**src/rtl/mem_wb_skid_reg.sv**
```systemverilog
// MEM/WB pipeline register with valid/ready handshake and a 2-entry skid buffer.
// Optional backpressure counter on stall_cnt is enabled by defining MEM_WB_STALL_CNT_EN.
module mem_wb_skid_reg #(
  parameter int DATA_W = 32,
  parameter int ADDR_W = 5,
  parameter int CNT_W  = 16
) (
  input  logic              clk,
  input  logic              reset,
  input  logic              flush,
  input  logic              in_valid,
  output logic              in_ready,
  input  logic [DATA_W-1:0] mem_data_in,
  input  logic [DATA_W-1:0] alu_result_in,
  input  logic [ADDR_W-1:0] reg_write_addr_in,
  input  logic              reg_write_en_in,
  input  logic              mem_to_reg_in,
  output logic              out_valid,
  input  logic              out_ready,
  output logic [DATA_W-1:0] mem_data_out,
  output logic [DATA_W-1:0] alu_result_out,
  output logic [ADDR_W-1:0] reg_write_addr_out,
  output logic              reg_write_en_out,
  output logic [DATA_W-1:0] wb_data,
  output logic [CNT_W-1:0]  stall_cnt
);

  localparam int PAY_W = 2*DATA_W + ADDR_W + 2;

  // Encoding keeps bit0 = main valid, bit1 = skid valid.
  typedef enum logic [1:0] {
    EMPTY = 2'b00,
    ONE   = 2'b01,
    FULL  = 2'b11
  } state_t;

  state_t           state;
  logic [PAY_W-1:0] main_q;
  logic [PAY_W-1:0] skid_q;
  logic [PAY_W-1:0] in_pay;
  logic             accept;
  logic             send;
  logic             head_en;
  logic             head_m2r;

  assign in_pay = {mem_data_in, alu_result_in, reg_write_addr_in,
                   reg_write_en_in, mem_to_reg_in};

  assign in_ready  = (state != FULL);
  assign out_valid = (state != EMPTY);
  assign accept    = in_valid & in_ready & ~flush;
  assign send      = out_valid & out_ready;

  always_ff @(posedge clk or negedge reset) begin
    if (!reset) begin
      state  <= EMPTY;
      main_q <= '0;
      skid_q <= '0;
    end else if (flush) begin
      state <= EMPTY;
    end else begin
      case (state)
        EMPTY: begin
          if (accept) begin
            main_q <= in_pay;
            state  <= ONE;
          end
        end
        ONE: begin
          if (accept && send) begin
            main_q <= in_pay;
          end else if (accept) begin
            skid_q <= in_pay;
            state  <= FULL;
          end else if (send) begin
            state <= EMPTY;
          end
        end
        FULL: begin
          if (send) begin
            main_q <= skid_q;
            state  <= ONE;
          end
        end
        default: state <= EMPTY;
      endcase
    end
  end

  assign {mem_data_out, alu_result_out, reg_write_addr_out, head_en, head_m2r} = main_q;

  // A bubble or flushed head must never produce a register-file write.
  assign reg_write_en_out = head_en & out_valid;
  assign wb_data          = head_m2r ? mem_data_out : alu_result_out;

`ifdef MEM_WB_STALL_CNT_EN
  logic [CNT_W-1:0] cnt_q;

  always_ff @(posedge clk or negedge reset) begin
    if (!reset) begin
      cnt_q <= '0;
    end else if (flush) begin
      cnt_q <= '0;
    end else if (out_valid && !out_ready && (cnt_q != '1)) begin
      cnt_q <= cnt_q + CNT_W'(1);
    end
  end

  assign stall_cnt = cnt_q;
`else
  assign stall_cnt = '0;
`endif

endmodule

```
**config.mk**
```make
export PLATFORM = sky130hd
export DESIGN_NAME = mem_wb_skid_reg
export DESIGN_NICKNAME = d
export VERILOG_FILES = /design/src/rtl/mem_wb_skid_reg.sv
export SDC_FILE = /design/constraint.sdc
export NUM_CORES = 1
export LEC_CHECK = 0
export ABC_CLOCK_PERIOD_IN_PS = 3600
export BUFFER_PORTS_ARGS = -buffer_cell sky130_fd_sc_hd__buf_2
export CORE_MARGIN = 5
export CORE_UTILIZATION = 40
export CTS_BUF_LIST = sky130_fd_sc_hd__clkbuf_8
export CTS_CLUSTER_SIZE = 40
export DETAILED_ROUTE_END_ITERATION = 8
export HOLD_SLACK_MARGIN = 0.05
export PLACE_DENSITY_LB_ADDON = 0.3
export SLEW_MARGIN = 25
export SYNTH_ARGS = -nofsm -noshare
export SYNTH_HDL_FRONTEND = slang
export SYNTH_SLANG_ARGS = --single-unit
export TNS_END_PERCENT = 50
```
**constraint.sdc**
```tcl
create_clock -name clk -period 3.6 [get_ports clk]
set_clock_uncertainty 0.15 [all_clocks]
set_input_delay 0.54 -clock clk [delete_from_list [all_inputs] [get_ports clk]]
set_output_delay 0.54 -clock clk [all_outputs]
set_load 0.1 [all_outputs]
```
==> summary.md, run 1 <==
| Metric | Value |
|---|---|
| CTS Buffer Depth | 2 |
| Avg WL per Cell | 17.8 µm |
| H-Tree Depth | 4 |
| Seq/Total Area, Yosys | 0.481 |
| Total grt overflow | 0 |
| Final hold vios | 0 |
| Worst Max-Slew Pin Slew | 930 ps |
| Met3 wire length | 925 µm |
| DIE WIDTH | 147 µm |
| CP delay by family, top | flip-flops |
| Die area | 21600 µm² |
| Core Region | 18600 µm² |
| R2R Path End | skid_q[14]$_DFFE_PN0P_ |
| Run status | completed |
| Met2 WL | 8130 µm |
| Nets | 787 |
| Hold path depth | 2 |
| Synth area leaders | dfrtp_1 (48%), mux2_2 (15%), mux2i_1 (9.5%) |
| CTS tree | yes |
| # port buffers | 179 |
| Post-Synthesis Cells | 621 |
| Final min period | 2900 ps |
| Worst hold path class | input pin to register |
| Max-slew violations | 0 |
| Drc violations | 0 |
| Synth warn | 0 |
| # Post-CTS Setup Buffers | 0 |
| Hold Buf Count CTS | 1 |
| Rows | 50 |
| Starting Density | 0.403 |
| Count of final setup violators | 0 |
| Via density | 5.23 |
| Hold WS | 188 ps |
| Crit-path max cell delay | 960 ps |
| Crit-path cells | mux2_2, buf_2 |
| Largest net degree at the start of global routing | 143 |
| Met1 WL | 7730 µm |
| Area growth syn-to-layout | 10.8% |
| Critical path type | register to output pin |
| All-Layer GR Usage | 0.158 |
| CP bufs+invs | 1 |
| Post-synthesis cell area | 7490 µm² |
| 1st-pass router iterations | 5 |
| First-pass GRT wire length | 27800 µm |
| Die H | 147 µm |
| Drt total wl | 17000 µm |
| Worst hold start | alu_result_in[21] |
| WP data required | 2910 ps |
| Fin Setup TNS | 0 ps |
| Critical Path Start Type | register |
| RSZ-0062 raised after global routing | no |
| Clock sink count | 144 |
| Highest routed layer | met4 |
| CP arrival | 2210 ps |
| Placed Cells | 921 |
| IO Count | 196 |
| Max-cap viol count | 0 |
| Clock root buffer | clkbuf_8 |
| Clk Latency, worst-skew pair | 440 ps |
| Vias in the first global route | 5165 |
| FMAX | 345 MHz |
| Routed vias | 4985 |
| Flops & latches, synth | 144 |
| CP Capture Type | output pin |
| CTS buffer count | 17 |
| Layout cells sized above 1 | 0.463 |
| Placer Congestion | 0.776 |
| Initial antenna violation count | 1 |
| Layout Cells excl Fill | 954 |
| Worst reg2reg setup slack | 840 ps |
| Crit path depth | 2 |
| DPL Wire Length | 11500 µm |
| Distinct cells, synth | 27 |
| Post-route ant nets | 0 |
| Reg-to-reg startpoint | state[0]$_DFFE_PN0P_ |
| Area after DPL | 7900 µm² |
| Violation count after the first detailed-route iteration | 238 |
| Critical path peak fanout | 33 |
| Max-slew headroom at the worst pin | 0.380 |
| Slowest CP cell | dfrtp_2 |
| R2r worst-path depth | 6 |
| Period utilization | 0.805 |
| Clk slew on worst S/H paths | 90 ps |
| Post-route cell area | 8310 µm² |
| Synthesized area per cell | 12.1 µm² |
| Hold Path Sink | skid_q[28]$_DFFE_PN0P_ |
| Leading area contributor after synthesis | dfrtp_1 |
| Ant diodes | 0 |
| Post-synth top area share | 0.481 |
| Resize count post-CTS | 0 |
synth_stat cells:
library cell	count
a21oi_2	3
conb_1	1
a21bo_2	1
dfrtp_1	144
ha_1	4
o2bb2ai_1	1
buf_2	10
nor2b_1	2
buf_4	86
nor2_1	1
a32o_1	1
nand2_1	1
and4bb_2	1
mux2i_1	71
inv_1	5
a21oi_1	70
a31oi_1	68
clkbuf_1	25
nand2b_1	1
a31oi_2	3
buf_6	7
mux2_2	103
nand4_1	1
nand2b_4	1
a2111oi_4	1
o21ai_0	1
buf_8	8
logic make-up (layout without fill, tap and decap cells):
family | Yosys count | in the layout | synth area share
multiplexers | 174 | 174 | 0.250
AO/OA/AOI/OAI | 149 | 149 | 0.120
flip-flops | 144 | 144 | 0.481
buffers and inverters | 141 | 225 | 0.134
AND/OR/NAND/NOR | 8 | 8 | 0.00785
adder cells (fa/ha/maj) | 4 | 4 | 0.00668
other | 1 | 16 | 0.000500
worst register-to-register path, cell delays in order, from the launching register on:
cell      delay (ps)
dfrtp_1          450
ha_4             680
inv_1            140
nand4_1          160
nand2b_4         390
buf_12           290
mux2_2           380
cell type report:
| cell class | instances | area (µm²) |
|---|---|---|
| multi-input cells | 351 | 2970 |
| repair buffers | 188 | 1020 |
| clock inverters | 13 | 139 |
| well taps | 234 | 293 |
| fillers | 1712 | 10300 |
| flip-flops and latches | 144 | 3600 |
| inverters | 5 | 18.8 |
| clock buffers | 19 | 262 |
routing by layer:
| layer | vias up | track usage |
|---|---|---|
| li1 | 2321 | - |
| met1 | 2505 | 0.210 |
| met2 | 147 | 0.254 |
| met3 | 12 | 0.0404 |
| met4 | 0 | 0.0489 |
| met5 | - | 0 |
registers in the layout (all words and copies together) (netlist names):
name,flops
main_q,71
state,2
skid_q,71
worst max-delay path by stage:
stage	from	to	slack [ps]
global placement	state[0]$_DFFE_PN0P_	skid_q[15]$_DFFE_PN0P_	900
finish	main_q[0]$_DFFE_PN0P_	wb_data[12]	700
global route	main_q[0]$_DFFE_PN0P_	wb_data[12]	620
floorplan	state[0]$_DFFE_PN0P_	reg_write_en_out	900
detailed placement	state[0]$_DFFE_PN0P_	skid_q[53]$_DFFE_PN0P_	820
CTS	main_q[0]$_DFFE_PN0P_	wb_data[12]	670
cell usage in the layout, fill, tap and decap left out, types with 2 or more instances in the layout:
master | Yosys | layout
buf_2 | 10 | 178
dfrtp_1 | 144 | 143
mux2_2 | 103 | 103
mux2i_1 | 71 | 71
a21oi_1 | 70 | 70
a31oi_1 | 68 | 68
clkbuf_8 | 0 | 19
conb_1 | 1 | 16
inv_1 | 5 | 7
buf_4 | 86 | 4
buf_12 | 0 | 4
a21oi_2 | 3 | 3
a31oi_2 | 3 | 3
ha_1 | 4 | 3
clkinvlp_4 | 0 | 3
clkinv_4 | 0 | 3
nor2b_1 | 2 | 2
nand2b_4 | 1 | 2
bufinv_16 | 0 | 2
inv_6 | 0 | 2
metrics by stage:
step,utilization,worst slack (ps)
floorplan,-,901
global placement,0.425,903
detailed placement,0.425,817
CTS,0.447,667
global route,0.447,624
finish,0.447,702
Power of run 1 is left out: the tool's default activity adds up to more than one toggle a clock period on the data nets, which glitch-free logic cannot reach.
==> run 2: changes to the inputs <==
--- a/config.mk
+++ b/config.mk
@@ -5,7 +5,7 @@
 export SDC_FILE = /design/constraint.sdc
 export NUM_CORES = 1
 export LEC_CHECK = 0
-export ABC_CLOCK_PERIOD_IN_PS = 3600
+export ABC_CLOCK_PERIOD_IN_PS = 2970
 export BUFFER_PORTS_ARGS = -buffer_cell sky130_fd_sc_hd__buf_2
 export CORE_MARGIN = 5
 export CORE_UTILIZATION = 40
==> constraint.sdc (replaced) <==
create_clock -name clk -period 2.97 [get_ports clk]
set_clock_uncertainty 0.15 [all_clocks]
set_input_delay 0.4455 -clock clk [delete_from_list [all_inputs] [get_ports clk]]
set_output_delay 0.4455 -clock clk [all_outputs]
set_load 0.1 [all_outputs]
==> run 2 against run 1 <==
Flip-flop and latch count did not move. Count of clock-buffer cells in the layout fell by 2. First-iteration DRC count fell by 3.8%. Via count rose by 0.26%. Worst setup slack got worse by 370 ps. Routed wire length fell by 0.29%. Sequential share of layout area fell by 0.90 points. Worst hold slack got worse by 85 ps. Register-to-register slack got worse by 280 ps. Die area did not move. Largest cell class unchanged. Design area rose by 2.1%. Utilization rose by 0.94 points.
==> summary.md, run 2 (synthesis results as in run 1) <==
| Metric | Value |
|---|---|
| CP Capture Type | output pin (unchanged) |
| IO Count | 196 (unchanged) |
| Slowest CP cell | dfrtp_2 (unchanged) |
| Hold path depth | 2 (unchanged) |
| DIE WIDTH | 147 µm (unchanged) |
| Clock root buffer | clkbuf_8 (unchanged) |
| Critical Path Start Type | register (unchanged) |
| R2r worst-path depth | 7 (was 6) |
| Nets | 791 (was 787) |
| Worst Max-Slew Pin Slew | 772 ps (was 930 ps) |
| Routed vias | 4998 (was 4985) |
| Critical path type | register to output pin (unchanged) |
| Commonest non-fill, non-tap cells in the layout | buf_2 (178), dfrtp_1 (143), mux2_2 (103) (unchanged) |
| Final min period | 2640 ps |
| Final WS setup | 331 ps (was 702 ps) |
| Clock sink count | 144 (unchanged) |
| Most common cell after layout, fill and taps aside | buf_2 (unchanged) |
| Max-slew headroom at the worst pin | 0.485 (was 0.380) |
| Worst hold path class | input pin to register (unchanged) |
| Placer Congestion | 0.752 (was 0.776) |
| Layout cells sized above 1 | 0.466 (was 0.463) |
| FMAX | 379 MHz |
| Crit path depth | 3 (was 2) |
| Clk slew on worst S/H paths | 80 ps (was 90 ps) |
| Run status | completed (unchanged) |
| Starting Density | 0.403 (unchanged) |
| Clk Latency, worst-skew pair | 430 ps (was 440 ps) |
| CTS buffer count | 17 (unchanged) |
| Dpl ws | 556 ps (was 817 ps) |
| CP bufs+invs | 2 (was 1) |
| Fill cells | 1701 (was 1712) |
| Total grt overflow | 0 (unchanged) |
| Initial antenna violation count | 1 (unchanged) |
| Resize count post-CTS | 0 (unchanged) |
| H-Tree Depth | 4 (unchanged) |
| Period utilization | 0.889 |
| Count of final setup violators | 0 (unchanged) |
| Sequential cell area | 3600 µm² (unchanged) |
| Die area | 21600 µm² (unchanged) |
| Fin Setup TNS | 0 ps (unchanged) |
| Rows | 50 (unchanged) |
| Area growth syn-to-layout | 13.2% (was 10.8%) |
| CTS tree | yes (unchanged) |
| Max-cap viol count | 0 (unchanged) |
| Die H | 147 µm (unchanged) |
| Core Region | 18600 µm² (unchanged) |
| RSZ-0062 raised after global routing | no (unchanged) |
| Critical path peak fanout | 14 (was 33) |
| Via density | 5.22 (was 5.23) |
| # port buffers | 179 (unchanged) |
| Largest net degree at the start of global routing | 78 (was 143) |
| Avg WL per Cell | 17.7 µm (was 17.8 µm) |
| Vias in the first global route | 5137 (was 5165) |
| Post-route ant nets | 0 (unchanged) |
| First-pass GRT wire length | 27400 µm (was 27800 µm) |
| All-Layer GR Usage | 0.156 (was 0.158) |
| Max-slew violations | 0 (unchanged) |
| Violation count after the first detailed-route iteration | 229 (was 238) |
| DPL Wire Length | 11500 µm (about the same) |
| Crit-path max cell delay | 610 ps (was 960 ps) |
| WP data required | 2370 ps (was 2910 ps) |
| CP arrival | 2040 ps (was 2210 ps) |
| Biggest regs | main_q (71), skid_q (71), state (2) (unchanged) |
| Final hold vios | 0 (unchanged) |
| Footprint of the multi-input gates | 2970 µm² (unchanged) |
| Crit-path cells | buf_4, mux2_2, buf_2 (was mux2_2, buf_2) |
| CTS Buffer Depth | 2 (unchanged) |
| Ant diodes | 0 (unchanged) |
| Drc violations | 0 (unchanged) |
| 1st-pass router iterations | 4 (was 5) |
| CP delay by family, top | buffers and inverters (was flip-flops) |
| Worst reg2reg setup slack | 560 ps (was 840 ps) |
| Drt total wl | 16900 µm (was 17000 µm) |
-- run 2: worst reg2reg max path, cell delays in order (launching register included) --
cell and delay [ps]:
dfrtp_1 440, inv_1 90, ha_1 260, nand2b_4 190
a2111oi_4 510, buf_12 350, a21oi_1 180, a31oi_1 150
-- run 2: per-stage QoR --
| stage | util | cell area, µm² | hold WS [ps] | cells |
|---|---|---|---|---|
| after global routing | 0.456 | 8480 | 68.7 | 957 |
| after CTS | 0.456 | 8480 | 63.5 | 957 |
| after global placement | 0.428 | 7950 | 292 | 925 |
| after floorplan | - | 7550 | -0.0911 | 636 |
| final | 0.456 | 8480 | 104 | 957 |
| after detailed placement | 0.428 | 7950 | 297 | 925 |
-- run 2: area by class of cell --
cell class,instances,area share
flip-flops and latches,144,0.425
multi-input cells,351,0.350
repair buffers,192,0.127
well taps,234,0.0345
clock inverters,14,0.0338
clock buffers,17,0.0276
inverters,5,0.00221
-- run 2: path summary, 6_finish.rpt --
path,to,from
max,wb_data[6],main_q[0]$_DFFE_PN0P_
min reg2reg,skid_q[21]$_DFFE_PN0P_,skid_q[21]$_DFFE_PN0P_
min in group asynchronous,skid_q[3]$_DFFE_PN0P_,reset
max in group asynchronous,skid_q[49]$_DFFE_PN0P_,reset
min,skid_q[23]$_DFFE_PN0P_,alu_result_in[16]
max reg2reg,main_q[20]$_DFFE_PN0P_,state[0]$_DFFE_PN0P_
-- run 2: layer usage --
metal  routed length, µm  track usage
met1                7340        0.202
met2                8240        0.249
met3                1070       0.0490
met4                 272       0.0541
met5                  12            0
-- run 2: timing repair --
action / 4_1_cts / 5_1_grt
buffers inserted: 0 / 0
endpoints found under the hold margin: 51 / 0
hold buffers: 1 / 0
Power of run 2 is left out for the same reason.
